[src/rtl/prod_accum_pkg.sv]
// Shared types and constants for the block product accumulator.
package prod_accum_pkg;

    typedef enum logic [1:0] {
        IDLE  = 2'd0,
        ACCUM = 2'd1,
        HOLD  = 2'd2
    } state_t;

    localparam int ACC_W_DEF = 40;
    localparam int LEN_W_DEF = 8;
    localparam int PROD_W    = 32;

    // Bounds are built at 64 bits and truncated by the user to ACC_W.
    function automatic logic [63:0] sat_max(input int w);
        return (64'd1 << (w - 1)) - 64'd1;
    endfunction

    function automatic logic [63:0] sat_min(input int w);
        return ~sat_max(w);
    endfunction

endpackage

[src/rtl/prod_accum_sat_add.sv]
// Signed saturating adder: one extra guard bit detects overflow.
module sat_add
    import prod_accum_pkg::*;
#(
    parameter int ACC_W = ACC_W_DEF
) (
    input  logic [ACC_W-1:0] acc,
    input  logic [ACC_W-1:0] addend,
    output logic [ACC_W-1:0] sum,
    output logic             ovf
);

    localparam logic [63:0] MAX_64 = sat_max(ACC_W);
    localparam logic [63:0] MIN_64 = sat_min(ACC_W);
    localparam logic [ACC_W-1:0] MAX_V = MAX_64[ACC_W-1:0];
    localparam logic [ACC_W-1:0] MIN_V = MIN_64[ACC_W-1:0];

    logic [ACC_W:0] wide;

    assign wide = {acc[ACC_W-1], acc} + {addend[ACC_W-1], addend};

    always_comb begin
        ovf = wide[ACC_W] ^ wide[ACC_W-1];
        sum = wide[ACC_W-1:0];
        if (ovf) begin
            sum = wide[ACC_W] ? MIN_V : MAX_V;
        end
    end

endmodule

[src/rtl/prod_accum.sv]
// Sums len consecutive valid multiplier products into a saturating
// accumulator and offers the block result on a valid/ready port.
module prod_accum
    import prod_accum_pkg::*;
#(
    parameter int ACC_W = ACC_W_DEF,
    parameter int LEN_W = LEN_W_DEF
) (
    input  logic             clk,
    input  logic             rstn,
    input  logic             start,
    input  logic [LEN_W-1:0] len,
    input  logic [31:0]      product,
    input  logic             prod_valid,
    output logic [ACC_W-1:0] acc_out,
    output logic             acc_valid,
    input  logic             out_ready,
    output logic             sat,
    output logic             busy
);

    state_t           state;
    logic [LEN_W-1:0] count;
    logic [LEN_W-1:0] len_q;
    logic [ACC_W-1:0] ext;
    logic [ACC_W-1:0] sum;
    logic             ovf;

    assign ext = {{(ACC_W - PROD_W){product[31]}}, product};

    sat_add #(.ACC_W(ACC_W)) u_add (
        .acc    (acc_out),
        .addend (ext),
        .sum    (sum),
        .ovf    (ovf)
    );

    assign acc_valid = (state == HOLD);
    assign busy      = (state != IDLE);

    // acc_out doubles as the running sum; it is only qualified in HOLD.
    always_ff @(posedge clk) begin
        if (!rstn) begin
            state   <= IDLE;
            count   <= '0;
            len_q   <= '0;
            acc_out <= '0;
            sat     <= 1'b0;
        end else begin
            case (state)
                IDLE: begin
                    if (start) begin
                        len_q   <= len;
                        count   <= '0;
                        acc_out <= '0;
                        sat     <= 1'b0;
                        state   <= (len == '0) ? HOLD : ACCUM;
                    end
                end
                ACCUM: begin
                    if (prod_valid) begin
                        acc_out <= sum;
                        sat     <= sat | ovf;
                        count   <= count + 1'b1;
                        if (count == len_q - 1'b1) begin
                            state <= HOLD;
                        end
                    end
                end
                HOLD: begin
                    if (out_ready) begin
                        state <= IDLE;
                    end
                end
                default: state <= IDLE;
            endcase
        end
    end

endmodule

[config.mk]
export PLATFORM = sky130hd
export DESIGN_NAME = prod_accum
export DESIGN_NICKNAME = d
export VERILOG_FILES = /design/src/rtl/prod_accum_pkg.sv /design/src/rtl/prod_accum_sat_add.sv /design/src/rtl/prod_accum.sv
export SDC_FILE = /design/constraint.sdc
export NUM_CORES = 1
export LEC_CHECK = 0
export BUFFER_PORTS_ARGS = -buffer_cell sky130_fd_sc_hd__buf_2
export CELL_PAD_IN_SITES_DETAIL_PLACEMENT = 0
export CELL_PAD_IN_SITES_GLOBAL_PLACEMENT = 1
export CORE_MARGIN = 2
export CORE_UTILIZATION = 35
export CTS_BUF_LIST = sky130_fd_sc_hd__clkbuf_8
export DETAILED_ROUTE_END_ITERATION = 10
export HOLD_SLACK_MARGIN = 0.02
export PLACE_DENSITY_LB_ADDON = 0.1
export REMOVE_ABC_BUFFERS = 1
export SETUP_SLACK_MARGIN = 0.15
export SYNTH_ARGS = -nofsm -noshare
export SYNTH_HDL_FRONTEND = slang
export SYNTH_SLANG_ARGS = --single-unit
[constraint.sdc]
create_clock -name clk -period 5.3 [get_ports clk]
set_clock_uncertainty 0.2 [all_clocks]
set_input_delay 0.53 -clock clk [delete_from_list [all_inputs] [get_ports clk]]
set_output_delay 0.53 -clock clk [all_outputs]
set_load 0.02 [all_outputs]
==> impl_results.md, run 1 <==
* Clock Tree Buf Depth at 2
* Layout fillers at 1,535
* Total Nets Final at 826
* Synthesized flop and latch total at 59
* Synthesized area at 5230 um^2
* PortBufs at 87
* CP bufs+invs at 1
* Syn. warnings at 0
* CP Launch Type: flop
* Final Wtd Congestion at 0.894
* Wire per inst at 18.6 um
* Slew margin rel. at 32.8%
* Setup TNS at 0 ns
* # diodes at 0
* Data arrival time of the worst path at 3.62 ns
* Post-synth top flop: dfxtp_1
* Worst hold path class: input pin to flop
* Final ANT Viol Nets at 0
* Vias per cell at 5.71
* Largest stage delay, worst path at 0.43 ns
* Util after Layout at 40.8%
* Largest net degree at the start of global routing at 26
* Critical path required time at 5.34 ns
* Main area contributors after synthesis: dfxtp_1 23%, ha_1 10%, a21oi_1 8.6%
* Rows at 44
* Power Dens Cells at 236 nW/um^2
* Seq/Total Area, Yosys at 22.6%
* Die Wd at 126 um
* Max Freq at 279 MHz
* Xor/xnor share of the synthesized area at 7.54%
* DRT iter0 DRCs at 294
* Area share of the largest cell type after synthesis at 22.6%
* Area of the multi-input gates at 3820 um^2
* Crit Path Class: flop to flop
* Post-Synth Adder-Cell Area at 10.4%
* Worst Max-Slew Pin Slew at 0.982 ns
* Clk root buf: clkbuf_8
* Post-CTS sizing at 0
* Pre-Repair DR Iteration Count at 5
* Initial core utilization at 35.8%
* Core area at 14,600 um^2
* Post-CTS Setup Bufs at 0
* Peak VDD IR at 0.0971 mV
* Compound-Gate Fraction of Synth Area at 34.0%
* Worst-Skew Late Latency at 0.37 ns
* Htree depth at 3
* Syn Inst Count at 672
* Avg Cell Area, Syn at 7.78 um^2
* # clock sinks at 59
* Boundary pin count at 88
* Total CTS buffers at 9
* Initial antenna violation count at 0
* P_leak at 2.44 nW
* CP Capture Type: flop
* Largest family of logic cells by synthesized area: compound AO/OA/AOI/OAI gates
* Detailed placement HPWL at 13,100 um
* Crit-path cells: ha_1, fa_1, a211oi_1, o211ai_2, a311oi_2, a2111oi_2, o221ai_2, nand3_2, buf_4, a211oi_1, o21ai_0
* Total track usage at 21.7%
* MaxCap Viol Count at 0
* CTS tree: done
* Outcome: completed
* Max Slew Vio Count at 0
* Simple-gate area share of the yosys netlist at 20.7%
* Post-synthesis mux area share at 0.383%
* Final period util at 67.7%
* # hold bufs at CTS at 0
* Crit path max-delay family: compound AO/OA/AOI/OAI gates
* Async SR Flop Fraction at 0%
* Final-report hold violation count at 0
* Sequential cell area at 1180 um^2
* RSZ-0062 raised after global routing: no
* Via count at 5,290
* Hold WS at 0.217 ns
* Vias in the first global route at 5,161
* Share of cells above drive strength 1 at 18.6%
* Die area at 15,900 um^2
* DRC Markers at 0
* First-pass GRT wire length at 27,600 um
* Critical-path top delay cell: fa_1
* Yosys top cell by area: dfxtp_1
* Congestion Overflow GR at 0
* Clock transition at the registers of the reported paths at 0.08 ns
* DIE HEIGHT at 126 um
* Max FO, Critical Path at 15
* Crit path top cell by count: a211oi_1
* Netlist cell types at 75
* Area grow syn2layout at 13.9%
* Final setup violation count at 0
* Final wirelength at 17,200 um
* Crit path time final at 3.59 ns
* Post-synth EDFFs at 0
## cell usage in the layout, fill, tap and decap left out, types with 4 or more instances in the layout
master / count
nand2_1: 92
a21oi_1: 90
buf_2: 87
dfxtp_1: 59
ha_1: 42
o21ai_0: 36
nor2_1: 32
o21ai_1: 24
xnor2_1: 23
xor2_1: 22
a211oi_1: 12
nand4_1: 11
inv_1: 10
a21o_1: 10
o211ai_1: 10
and3_1: 10
or3_1: 10
a31oi_1: 9
nand3_1: 9
a221oi_2: 9
clkbuf_8: 9
and4_1: 8
nor3_1: 8
o21a_1: 6
nor2b_1: 5
nor3b_1: 5
and2_1: 5
o21bai_1: 5
a211o_1: 4
buf_4: 4
## registers in the layout (all words and copies together) (netlist names)
name,count
sat,1
count,8
state,2
len_q,8
acc_out,40
## cell usage after synthesis (9+ instances only)
master / instances
a31oi_1: 9
o21ai_0: 36
xnor2_1: 23
and3_1: 10
a211oi_1: 12
o21ai_1: 24
or3_1: 10
a221oi_2: 9
ha_1: 42
a21o_1: 10
xor2_1: 22
a21oi_1: 90
nand2_1: 92
nor2_1: 33
nand3_1: 9
dfxtp_1: 59
nand4_1: 11
inv_1: 9
buf_2: 14
clkbuf_1: 14
o211ai_1: 10
## layer usage
layer	share of wire (%)	global-route usage, %
met1	48	29.0
met2	47	36.7
met3	3.6	3.23
met4	1.3	5.49
met5	0	0
## worst min-delay path: cells and delay by family
kind,cells,cell delay [ns]
AND/OR/NAND/NOR,1,0.05
AO/OA/AOI/OAI,1,0.05
buffers and inverters,1,0.11
## final cells by class
type                    instances  share of cell area [%]
well taps                     184                    3.87
inverters                      10                   0.631
repair buffers                 91                    7.82
flip-flops and latches         59                    19.8
multi-input cells             567                    64.2
clock inverters                 7                    1.58
clock buffers                   9                    2.08
## stage by stage
stage	total power [mW]	std cells	area [um^2]	worst slack [ns]
4_1_cts	1.42	927	5950	1.73
3_5_place_dp	0.933	911	5740	1.42
5_1_grt	1.49	927	5950	1.46
6_report	1.40	927	5950	1.71
3_3_place_gp	0.931	911	5740	1.48
2_1_floorplan	0.798	636	5040	1.97
## final timing paths
path | startpoint | end | slack [ns] | cells past startpoint
worst min-delay path | len[0] | len_q[0] | 0.22 | 3
worst min register to register | acc_out[30] | acc_out[30] | 0.26 | 2
worst max-delay path | acc_out[0] | acc_out[34] | 1.71 | 11
worst max register to register | acc_out[0] | acc_out[34] | 1.71 | 11
## kinds of logic after synthesis
family	after synthesis
AOI/OAI and AO/OA	262
muxes	2
xor gates and xnor gates	45
adders and majority gates	43
and+or+nand+nor	215
DFF	59
buffers and inverters	46
## report_power, final
group | switching [mW] | internal (mW) | leakage [nW] | total [mW]
Clock | 0.214 | 0.264 | 0.111 | 0.478
Combinational | 0.277 | 0.163 | 1.85 | 0.439
Sequential | 0.0209 | 0.464 | 0.480 | 0.485
Total | 0.512 | 0.891 | 2.44 | 1.40
Power figures use the tool's default switching activity.
==> run 2: changes to the inputs <==
clock period = 3.15 ns   (was 5.3 ns; I/O delays follow)
==> run 2 against run 1 <==
- register-to-register slack worse by 1.6 ns
- routed wire length up 10%
- core utilization up 10 points
==> impl_results.md, run 2 (synthesized netlist as in run 1, its figures left out) <==
* # diodes at 0 (unchanged)
* Max Slew Vio Count at 0 (unchanged)
* Area of the multi-input gates at 4220 um^2 (+11%)
* Worst Reg-to-Reg Cells at 13 (+2)
* Worst hold path class: input pin to flop
* Vias per cell at 5.53 (-3.1%)
* Most common cell after layout, fill and taps aside: buf_4
* Worst R2R End: acc_out[16]
* Reg with most FFs: acc_out
* Pre-Repair DR Iteration Count at 5 (unchanged)
* Htree depth at 3 (unchanged)
* Worst R2R Setup Slack at 0.12 ns (-1.60 ns)
* PortBufs at 87 (unchanged)
* Crit path time final at 3.03 ns (-0.555 ns)
* Total Nets Final at 965 (+17%)
* Total Power at 2.47 mW (+76%)
* CTS tree: done
* Share of cells above drive strength 1 at 36.2% (+18 points)
* Layout fillers at 1,443 (-6.0%)
* CP Capture Type: flop
* Crit Path Class: flop to flop
* Clock Tree Buf Depth at 2 (unchanged)
* Final ANT Viol Nets at 0 (unchanged)
* Sequential cell area at 1190 um^2 (+0.74%)
* Fin cells at 1,066 (+15%)
* End of the worst hold path: state[1]
* Final wirelength at 19,000 um (+10%)
* Crit Reg-Reg Startpoint: acc_out[0]
* Congestion Overflow GR at 0 (unchanged)
* Peak VDD IR at 0.212 mV (+120%)
* Min-delay src: out_ready
* Hold Path Depth at 3 (unchanged)
* Core area at 14,600 um^2 (unchanged)
* Final setup margin at 0.119 ns (-1.60 ns)
* Worst Max-Slew Pin Slew at 0.739 ns (-0.244 ns)
* Boundary pin count at 88 (unchanged)
* P_leak at 3.18 nW (+30%)
* Max FO, Critical Path at 10 (-5)
* Final-report hold violation count at 0 (unchanged)
* Max Freq at 330 MHz (+18%)
* Power Dens Cells at 331 nW/um^2 (+40%)
* DRT iter0 DRCs at 368 (+25%)
* Via count at 5,896 (+11%)
* Vias in the first global route at 5,783 (+12%)
* Crit path top cell by count: buf_4
* Data arrival time of the worst path at 3.09 ns (-0.53 ns)
* Die area at 15,900 um^2 (unchanged)
* DIE HEIGHT at 126 um (unchanged)
* Final setup violation count at 0 (unchanged)
* Largest regs: acc_out x40, count x8, len_q x8
* Rows at 44 (unchanged)
* Area grow syn2layout at 42.8%
* Clock transition at the registers of the reported paths at 0.07 ns (about the same)
* Crit path depth at 13 (+2)
* First-pass GRT wire length at 29,700 um (+7.5%)
* Number of flip-flops in the largest register at 40 (unchanged)
* Slew margin rel. at 50.7% (+18 points)
* Wire per inst at 17.8 um (-4.0%)
* Largest net degree at the start of global routing at 25 (-3.8%)
* Critical path required time at 3.21 ns (-2.13 ns)
* Initial core utilization at 35.8% (unchanged)
* Total track usage at 23.3% (+1.7 points)
* # clock sinks at 59 (unchanged)
* Clk root buf: clkbuf_8
* Crit path max-delay family: compound AO/OA/AOI/OAI gates
* Initial antenna violation count at 0 (unchanged)
* Final period util at 96.2% (+29 points)
* Total CTS buffers at 9 (unchanged)
* Die Wd at 126 um (unchanged)
* Detailed placement HPWL at 14,800 um (+12%)
* MaxCap Viol Count at 0 (unchanged)
* Place WS at -0.159 ns (-1.58 ns)
* DRC Markers at 0 (unchanged)
* Inst Count DP at 1,027 (+13%)
* Worst-Skew Late Latency at 0.38 ns (about the same)
* CP Launch Type: flop
* Final Wtd Congestion at 0.887 (-0.79%)
* Commonest cells after routing, fill and taps aside: 121 x buf_4, 92 x nand2_1, 87 x buf_2, 83 x a21oi_1, 52 x dfxtp_1
* Outcome: completed
* CP bufs+invs at 3 (+2)
* Critical-path top delay cell: fa_2
* Largest stage delay, worst path at 0.37 ns (-0.06 ns)
* RSZ-0062 raised after global routing: yes
* Crit-path cells: ha_4, fa_2, a211oi_4, o211ai_2, a311oi_2, buf_4, a2111oi_4, o221ai_2, buf_4, nand3_4, buf_8, a21oi_1, o21ai_1
## run 2: cell types whose count changed in the layout (fill, tap and decap cells not counted), sizes merged
cell         delta
buf           +128
bufinv          -2
clkinv          -1
clkinvlp        +2
dlygate4sd3    +10
inv             +1
nand2b          +1
## run 2: per-layer routing
metal,vias to the layer above,track usage (%),wire (um),part of all wire (%)
met3,27,4.04,729,3.8
met4,0,7.11,385,2.0
met2,118,41.4,9480,50
met5,-,0,0,0
li1,2934,-,-,-
met1,2817,28.8,8410,44
## run 2: repair_timing
action	CTS	global route
setup endpoints to repair	40	40
resized for setup	18	72
pin swaps	1	26
hold buffers	10	0
buffers inserted	2	10
cloned	1	0
endpoints found under the hold margin	10	0
## run 2: stage by stage
stage | util, % | hold slack, ns | setup TNS, ns | area, um^2
final | 51.2 | 0.0736 | 0 | 7470
after global routing | 51.2 | 0.0743 | -0.0226 | 7470
after CTS | 48.4 | 0.0517 | 0 | 7060
after detailed placement | 45.6 | 0.263 | -4.70 | 6660
after global placement | 45.6 | 0.253 | -3.19 | 6660
after floorplan | - | 0.233 | -0.232 | 5040
## run 2: worst register-to-register path: stages, from the launching register on
cell and delay (ns):
dfxtp_2 0.34, ha_4 0.16, fa_2 0.37, a211oi_4 0.24
o211ai_2 0.14, a311oi_2 0.23, buf_4 0.19, a2111oi_4 0.08
o221ai_2 0.18, buf_4 0.16, nand3_4 0.17, buf_8 0.20
a21oi_1 0.18, o21ai_1 0.08
## run 2: final cells by class
class,instances,share of cell area (%)
clock inverters,7,0.603
well taps,184,3.08
clock buffers,9,1.66
flip-flops and latches,59,15.9
multi-input cells,568,56.6
inverters,10,0.503
repair buffers,229,21.6
## run 2: worst max path at each step
stage	from	to	slack, ns
after global routing	acc_out[0]	acc_out[10]	-0.01
after CTS	acc_out[25]	acc_out[14]	0.14
after global placement	product[12]	acc_out[34]	-0.16
after detailed placement	product[0]	acc_out[14]	-0.16
after floorplan	acc_out[0]	acc_out[22]	-0.04
final	acc_out[0]	acc_out[16]	0.12
## run 2: where the power goes
group          leakage, nW  switching, mW  internal, mW  total, mW
logic                 2.62          0.545         0.456       1.00
registers            0.483         0.0362         0.782      0.818
clock network       0.0828          0.367         0.282      0.649
